===== config.mk =====
export PLATFORM = sky130hd
export DESIGN_NAME = rggen_host_if_axi4lite
export DESIGN_NICKNAME = d
export VERILOG_FILES = /design/src/rtl/rggen_rtl_pkg.sv /design/src/rtl/rggen_host_if_axi4lite.sv
export SDC_FILE = /design/constraint.sdc
export NUM_CORES = 1
export LEC_CHECK = 0
export BUFFER_PORTS_ARGS = -buffer_cell sky130_fd_sc_hd__buf_2
export CAP_MARGIN = 40
export CORE_ASPECT_RATIO = 2
export CORE_UTILIZATION = 45
export CTS_BUF_LIST = sky130_fd_sc_hd__clkbuf_4 sky130_fd_sc_hd__clkbuf_8
export DETAILED_ROUTE_END_ITERATION = 7
export PLACE_DENSITY = 0.9
export SYNTH_ARGS = -nofsm -noshare
export SYNTH_HDL_FRONTEND = slang
export SYNTH_SLANG_ARGS = --single-unit
export TNS_END_PERCENT = 10

===== constraint.sdc =====
create_clock -name clk -period 3.58 [get_ports clk]
set_input_delay 1.074 -clock clk [delete_from_list [all_inputs] [get_ports clk]]
set_output_delay 1.074 -clock clk [all_outputs]
set_load 0.01 [all_outputs]

===== src/rtl/rggen_rtl_pkg.sv =====
// Shared types for the rggen host interfaces.
// Response status codes and the AXI4-Lite host FSM encoding.
package rggen_rtl_pkg;

    typedef enum logic [1:0] {
        RGGEN_OKAY   = 2'b00,
        RGGEN_EXOKAY = 2'b01,
        RGGEN_SLVERR = 2'b10,
        RGGEN_DECERR = 2'b11
    } rggen_status;

    typedef enum logic [2:0] {
        IDLE,
        CMD_W,
        CMD_R,
        RSP_B,
        RSP_R
    } rggen_axi4lite_state;

endpackage


===== src/rtl/rggen_host_if_axi4lite.sv =====
// AXI4-Lite slave host interface for generated register blocks.
// Serialises AW/W and AR traffic into single register commands.
module rggen_host_if_axi4lite
    import rggen_rtl_pkg::*;
#(
    parameter int DATA_WIDTH          = 32,
    parameter int HOST_ADDRESS_WIDTH  = 16,
    parameter int LOCAL_ADDRESS_WIDTH = 7
) (
    input  logic                           clk,
    input  logic                           rst,
    input  logic                           i_awvalid,
    output logic                           o_awready,
    input  logic [HOST_ADDRESS_WIDTH-1:0]  i_awaddr,
    input  logic [2:0]                     i_awprot,
    input  logic                           i_wvalid,
    output logic                           o_wready,
    input  logic [DATA_WIDTH-1:0]          i_wdata,
    input  logic [DATA_WIDTH/8-1:0]        i_wstrb,
    output logic                           o_bvalid,
    input  logic                           i_bready,
    output logic [1:0]                     o_bresp,
    input  logic                           i_arvalid,
    output logic                           o_arready,
    input  logic [HOST_ADDRESS_WIDTH-1:0]  i_araddr,
    input  logic [2:0]                     i_arprot,
    output logic                           o_rvalid,
    input  logic                           i_rready,
    output logic [DATA_WIDTH-1:0]          o_rdata,
    output logic [1:0]                     o_rresp,
    output logic                           o_command_valid,
    output logic                           o_write,
    output logic                           o_read,
    output logic [LOCAL_ADDRESS_WIDTH-1:0] o_address,
    output logic [DATA_WIDTH/8-1:0]        o_strobe,
    output logic [DATA_WIDTH-1:0]          o_write_data,
    output logic [DATA_WIDTH-1:0]          o_write_mask,
    input  logic                           i_response_ready,
    input  logic [DATA_WIDTH-1:0]          i_read_data,
    input  logic [1:0]                     i_status
);

    localparam int SW = DATA_WIDTH / 8;

    rggen_axi4lite_state state;
    rggen_axi4lite_state state_next;

    logic                           read_first;
    logic                           write_eligible;
    logic                           read_eligible;
    logic                           accept_write;
    logic                           accept_read;
    logic                           in_command;
    logic [LOCAL_ADDRESS_WIDTH-1:0] address_q;
    logic [DATA_WIDTH-1:0]          write_data_q;
    logic [SW-1:0]                  strobe_q;
    logic [DATA_WIDTH-1:0]          mask;
    rggen_status                    status_q;
    logic [DATA_WIDTH-1:0]          read_data_q;
    logic                           unused_inputs;

    assign unused_inputs = ^{i_awprot, i_arprot, i_awaddr, i_araddr};

    // When both sides are eligible, serve the one not served last time.
    always_comb begin
        write_eligible = i_awvalid && i_wvalid;
        read_eligible  = i_arvalid;
        accept_read    = (state == IDLE) && read_eligible
                      && (!write_eligible || read_first);
        accept_write   = (state == IDLE) && write_eligible && !accept_read;
        in_command     = (state == CMD_W) || (state == CMD_R);
    end

    for (genvar i = 0; i < SW; i++) begin : g_mask
        assign mask[8*i+:8] = {8{strobe_q[i]}};
    end

    always_ff @(posedge clk or posedge rst) begin
        if (rst) begin
            state <= IDLE;
        end else begin
            state <= state_next;
        end
    end

    always_comb begin
        state_next = state;
        unique case (state)
            IDLE: begin
                if (accept_read) begin
                    state_next = CMD_R;
                end else if (accept_write) begin
                    state_next = CMD_W;
                end
            end
            CMD_W: if (i_response_ready) state_next = RSP_B;
            CMD_R: if (i_response_ready) state_next = RSP_R;
            RSP_B: if (i_bready) state_next = IDLE;
            RSP_R: if (i_rready) state_next = IDLE;
            default: state_next = IDLE;
        endcase
    end

    always_comb begin
        o_awready       = 1'b0;
        o_wready        = 1'b0;
        o_arready       = 1'b0;
        o_bvalid        = 1'b0;
        o_bresp         = 2'b00;
        o_rvalid        = 1'b0;
        o_rdata         = '0;
        o_rresp         = 2'b00;
        o_command_valid = 1'b0;
        o_write         = 1'b0;
        o_read          = 1'b0;
        o_address       = '0;
        o_strobe        = '0;
        o_write_data    = '0;
        o_write_mask    = '0;
        unique case (state)
            IDLE: begin
                o_awready = accept_write && !rst;
                o_wready  = accept_write && !rst;
                o_arready = accept_read && !rst;
            end
            CMD_W: begin
                o_command_valid = 1'b1;
                o_write         = 1'b1;
                o_address       = address_q;
                o_strobe        = strobe_q;
                o_write_data    = write_data_q;
                o_write_mask    = mask;
            end
            CMD_R: begin
                o_command_valid = 1'b1;
                o_read          = 1'b1;
                o_address       = address_q;
                o_strobe        = strobe_q;
            end
            RSP_B: begin
                o_bvalid = 1'b1;
                o_bresp  = status_q;
            end
            RSP_R: begin
                o_rvalid = 1'b1;
                o_rdata  = read_data_q;
                o_rresp  = status_q;
            end
            default: ;
        endcase
    end

    always_ff @(posedge clk or posedge rst) begin
        if (rst) begin
            read_first   <= 1'b1;
            address_q    <= '0;
            write_data_q <= '0;
            strobe_q     <= '0;
            status_q     <= RGGEN_OKAY;
            read_data_q  <= '0;
        end else begin
            if (accept_read) begin
                read_first   <= 1'b0;
                address_q    <= i_araddr[LOCAL_ADDRESS_WIDTH-1:0];
                write_data_q <= '0;
                strobe_q     <= '1;
            end else if (accept_write) begin
                read_first   <= 1'b1;
                address_q    <= i_awaddr[LOCAL_ADDRESS_WIDTH-1:0];
                write_data_q <= i_wdata;
                strobe_q     <= i_wstrb;
            end
            if (in_command && i_response_ready) begin
                status_q    <= rggen_status'(i_status);
                read_data_q <= (state == CMD_R) ? i_read_data : '0;
            end
        end
    end

endmodule


==> metrics.cfg, run 1 <==
[clock_network]
holdBufCountCts=0
path_clk_slew_ps=70
clock-root-buffer=clkbuf_8
cts_tree=built
clock_sinks=81
cts.repair.resized=0
insertion_delay_ps=350
htreeDepth=3
post-cts-setup-buffers=0
cts_buffer_depth=2
cts_buffers=9

[worst_setup_path]
r2r_cells=3
crit_type=in -> out
critPathCapture=o_wready
timing.rr.end=strobe_q[3]
cp.arrival_ps=2170
crit_start=i_awvalid
regToRegSetupSlack_ps=1690
crit_path_end_kind=output pin
required_ps=2510
crit_path_start_kind=input port
cp_max_fo=8
r2r_start=state[0]

[job]
drv_cap=0

[place]
gp_congestion=0.861
dp_hpwl_um=6960
dp_cells=615
dpl_worst_slack_ps=357
port_buffers=210

[global_route]
antenna_found_initial=0
grt_max_degree=36
track_usage=0.203
grt_pass1_vias=3131
overflow=0
grt_pass1_wl_um=14100

[timing]
fin_tns_setup_ps=0
fin_crit_sh=0.905
period_needed_ps=3240
finalMaxSlewViolations=0
setup_ws_ps=338
finalSetupViolCount=0
final.setup_skew_ps=13.3
worst_slew_pin_slew_ps=680
max_freq_mhz=308
maxSlewHeadroom=0.545
hold_viol=0
rsz0062_at_grt=false

[floorplan]
top_level_ports=235
core_um2=8590
die_h_um=134
die_x_um=68.2
rows=48
die_area_um2=9180
initial_core_util=0.460

[detailed_routing]
drt_iter0_markers=100
routedWlPerCell_um=14.6
remaining_drc_errors=0
dr.pass1.iters=4
routed_wl_um=9210
antenna_left=0
viasPerCell=5.25
vias=3312

[power_and_ir_drop]
vdd_ir_drop_max_v=0.000422
leakage_nw=2.79
power.density_nw_per_um2=780

[logic_synthesis]
yosys_warnings=0
yosysUniqueCellTypes=33
synth_area_um2=3950
yosysSeqAreaShare=0.514
syn-num-nets=468
avgSynthCellArea_um2=11.2
synth.area.top_cells=dfrtp_1 51%, a22o_1 14%, and2_1 13%
yosysTopAreaCellShare=0.507
ys_ff_latch=81
synth_top_cell_by_area=dfrtp_1
synthCells=352

[layout]
diodes=0
drive_gt1_frac=0.465
area_delta_synth_final_pct=26.9
finalNetCount=642
layoutNonFillerInstCount=631
fin_util=0.583

[min_path]
holdPathStages=1
holdCritPathClass=reg -> reg

[outcome]
outcome=finished, final reports clean

-- how the worst min path moves through the flow --
stage                           from               end  slack (ps)
finish              write_data_q[21]  write_data_q[21]         490
detailed placement   write_data_q[3]   write_data_q[3]         470
global placement    write_data_q[13]  write_data_q[13]         480
CTS                 write_data_q[21]  write_data_q[21]         500
floorplan           write_data_q[29]  write_data_q[29]         460
global route        write_data_q[31]  write_data_q[31]         510
-- registers in the layout (all words and copies together) (netlist names) --
signal	cells
read_first	1
read_data_q	32
state	3
write_data_q	32
address_q	7
status_q	2
strobe_q	4
-- cells in the mapped netlist --
master	n
and2_1	81
dfrtp_1	80
a22o_1	64
buf_4	30
buf_2	15
a21oi_1	13
nor2_1	12
o22ai_1	7
clkbuf_1	6
buf_12	4
nand2b_1	4
o22a_1	4
and3_1	3
mux2_2	3
nand2_1	3
nor2b_1	3
inv_1	2
nor2_4	2
nor3_1	2
a21o_1	1
a221oi_1	1
a31oi_1	1
and2_4	1
dfstp_2	1
nor3_2	1
nor3b_1	1
nor3b_2	1
o21ai_0	1
o221a_2	1
or2_2	1
or3_4	1
or4b_1	1
xor2_1	1
-- metrics by stage --
| step | total power, mW | cell area, um^2 | hold slack, ps |
|---|---|---|---|
| 5_1_grt | 4.19 | 5010 | 512 |
| 6_report | 3.91 | 5010 | 492 |
| 4_1_cts | 3.94 | 5010 | 498 |
| 3_5_place_dp | 3.19 | 4780 | 474 |
| 3_3_place_gp | 3.11 | 4780 | 476 |
| 2_1_floorplan | 2.77 | 3950 | 458 |
-- power breakdown --
part / internal, mW / total [mW] / switching, mW
combinational: 0.763 / 1.61 / 0.843
clock: 0.413 / 0.736 / 0.323
sequential: 1.32 / 1.56 / 0.245
total: 2.49 / 3.91 / 1.41
-- layer usage --
metal	vias up	track usage	wire [um]
met2	149	0.349	4950
met4	0	0.0984	215
li1	1551	-	-
met5	-	0	0
met3	18	0.0397	484
met1	1594	0.230	3560
-- critical path, stage by stage --
cell	delay (ps)
buf_2	90
nand2_1	150
a21o_1	290
nor3_1	350
buf_2	210
-- layout make-up --
type	instances	area [um^2]
repair buffers	218	1110
fillers	741	3580
clock inverters	6	88.8
inverters	2	8.76
flip-flops and latches	81	2030
clock buffers	10	138
multi-input cells	214	1510
well taps	100	125
-- placed cells by master (no fill, tap or decap), types with 4 or more instances in the layout --
cell type  count
and2_1        81
o22ai_1        7
nor2_1        12
nand2b_1       4
buf_4          8
a21oi_1       13
clkbuf_8      10
a22o_1        64
dfrtp_1       80
o22a_1         4
buf_2        210
-- cells by family after synthesis --
family	Yosys count	share of synthesized area
AND/OR/NAND/NOR	117	0.183
flip-flops	81	0.514
XOR/XNOR	1	0.00222
AO/OA/AOI/OAI	93	0.188
multiplexers	3	0.00855
buffers and inverters	57	0.104
Note: power is estimated with default switching activity, not from simulation.
==> run 2, diff against run 1 <==
--- a/config.mk
+++ b/config.mk
@@ -12,5 +12,5 @@
 export CTS_BUF_LIST = sky130_fd_sc_hd__clkbuf_4 sky130_fd_sc_hd__clkbuf_8
 export DETAILED_ROUTE_END_ITERATION = 7
-export PLACE_DENSITY = 0.9
+export PLACE_DENSITY = 0.83
 export SYNTH_ARGS = -nofsm -noshare
 export SYNTH_HDL_FRONTEND = slang
==> constraint.sdc (replaced) <==
create_clock -name clk -period 3.58 [get_ports clk]
set_input_delay 0.716 -clock clk [delete_from_list [all_inputs] [get_ports clk]]
set_output_delay 0.716 -clock clk [all_outputs]
set_load 0.01 [all_outputs]
==> run 2 against run 1 <==
  * Non-clock buffer count fell by 1
  * Die area did not move
  * Clock power fell by 4.6%
  * Setup slack improved by 220 ps
  * Final cell count fell by 0.16%
  * Combinational power barely moved
  * Register-to-register slack got worse by 310 ps
  * Via count fell by 1.4%
  * Critical path type is now reg -> out
  * Largest cell class unchanged
  * Largest power group unchanged
==> metrics.cfg, run 2 (synthesized netlist as in run 1, its figures left out) <==
[clock_network]
post-cts-setup-buffers=0
insertion_delay_ps=350
holdBufCountCts=0
cts.repair.resized=0
cts_buffers=9
clock_sinks=81
cts_buffer_depth=2
htreeDepth=3
clock-root-buffer=clkbuf_8
path_clk_slew_ps=90
cts_tree=built

[global_route]
track_usage=0.208
grt_pass1_vias=3123
grt_max_degree=38
antenna_found_initial=0
overflow=0
grt_pass1_wl_um=14500

[layout]
design_area_um2=5000
layoutNonFillerInstCount=630
diodes=0
regArea_um2=2030
mostFrequentLayoutCells=210 x buf_2, 81 x and2_1, 80 x dfrtp_1
top_regs=read_data_q x32, write_data_q x32, address_q x7
area_delta_synth_final_pct=26.5
drive_gt1_frac=0.464
multi_input_area_um2=1510
fill_cells=730
final_common_cell=buf_2
finalNetCount=641

[place]
dpl_worst_slack_ps=896
dp_hpwl_um=6940
dpl-instance-area_um2=4780
gp_congestion=0.782
dp_cells=614
port_buffers=210

[job]
drv_cap=0

[timing]
period_needed_ps=3020
finalMaxSlewViolations=0
setup_ws_ps=558
max_freq_mhz=331
finalSetupViolCount=0
fin_tns_setup_ps=0
maxSlewHeadroom=0.531
rsz0062_at_grt=false
hold_viol=0
holdWs_ps=362
worst_slew_pin_slew_ps=704
fin_crit_sh=0.844
final.setup_skew_ps=13.1

[power_and_ir_drop]
power.density_nw_per_um2=775
leakage_nw=2.79
vdd_ir_drop_max_v=0.000472

[min_path]
holdCritPathClass=in -> async

[detailed_routing]
drt_iter0_markers=130
routedWlPerCell_um=14.9
viasPerCell=5.18
dr.pass1.iters=5
routed_wl_um=9400
antenna_left=0
remaining_drc_errors=0
vias=3264

[worst_setup_path]
crit_path_end_kind=output pin
r2r_cells=4
critPathSlowestCell=dfrtp_1
cp_max_fo=37
crit_path_start_kind=flop
cpPeakStageDelay_ps=530
regToRegSetupSlack_ps=1380
timing.rr.end=write_data_q[23]
required_ps=2860
crit_type=reg -> out
r2r_start=state[1]
cp.arrival_ps=2310
cp_cell_sequence=or2_2 -> nor2_4 -> and2_1 -> buf_2

[floorplan]
rows=48
initial_core_util=0.460
die_h_um=134
die_x_um=68.2
core_um2=8590
die_area_um2=9180
top_level_ports=235

[outcome]
outcome=finished, final reports clean

==> run 2: changes by cell type in the layout (fill, tap and decap cells not counted), sizes merged <==
cell / change
clkinvlp: -1
inv: +1
clkinv: +1
buf: -1
bufinv: -1
==> run 2: metal layers <==
metal  routed length, um  share of wire  up-vias  GRT usage
met4                 168          0.018        0     0.0822
met2                4930           0.52      154      0.362
met3                 519          0.055       15     0.0431
met1                3780           0.40     1542      0.237
met5                   0              0        -          0
li1                    -              -     1553          -
==> run 2: layout make-up <==
type,count,area share
Tap cell,100,0.0250
Timing Repair Buffer,217,0.222
Clock inverter,6,0.0150
Sequential cell,81,0.406
Inverter,2,0.00175
Multi-Input combinational cell,214,0.302
Clock buffer,10,0.0275
==> run 2: worst max path at each step <==
stage / end / depth (start not counted) / from
after detailed placement: o_write_mask[0] / 4 / state[1]
after global routing: o_write_mask[5] / 4 / state[1]
after floorplan: address_q[0] / 1 / rst
final: o_write_mask[18] / 4 / state[1]
after global placement: o_write_mask[0] / 4 / state[1]
after CTS: o_write_mask[0] / 4 / state[1]
==> run 2: power by group <==
part / internal, mW / switching, mW / total (mW)
Clock: 0.351 / 0.350 / 0.702
Combinational: 0.765 / 0.835 / 1.60
Sequential: 1.32 / 0.253 / 1.57
==> run 2: metrics by stage <==
step	utilization	total power, mW
after floorplan	-	2.77
after global routing	0.582	4.15
after detailed placement	0.557	3.20
after CTS	0.582	3.91
final	0.582	3.87
after global placement	0.555	3.11
==> run 2: worst max-delay path, delay by kind of cell, from the launching register on <==
family | cells | cell delay (ps)
buffers and inverters | 1 | 170
AND/OR/NAND/NOR | 3 | 1250
flip-flops | 1 | 530
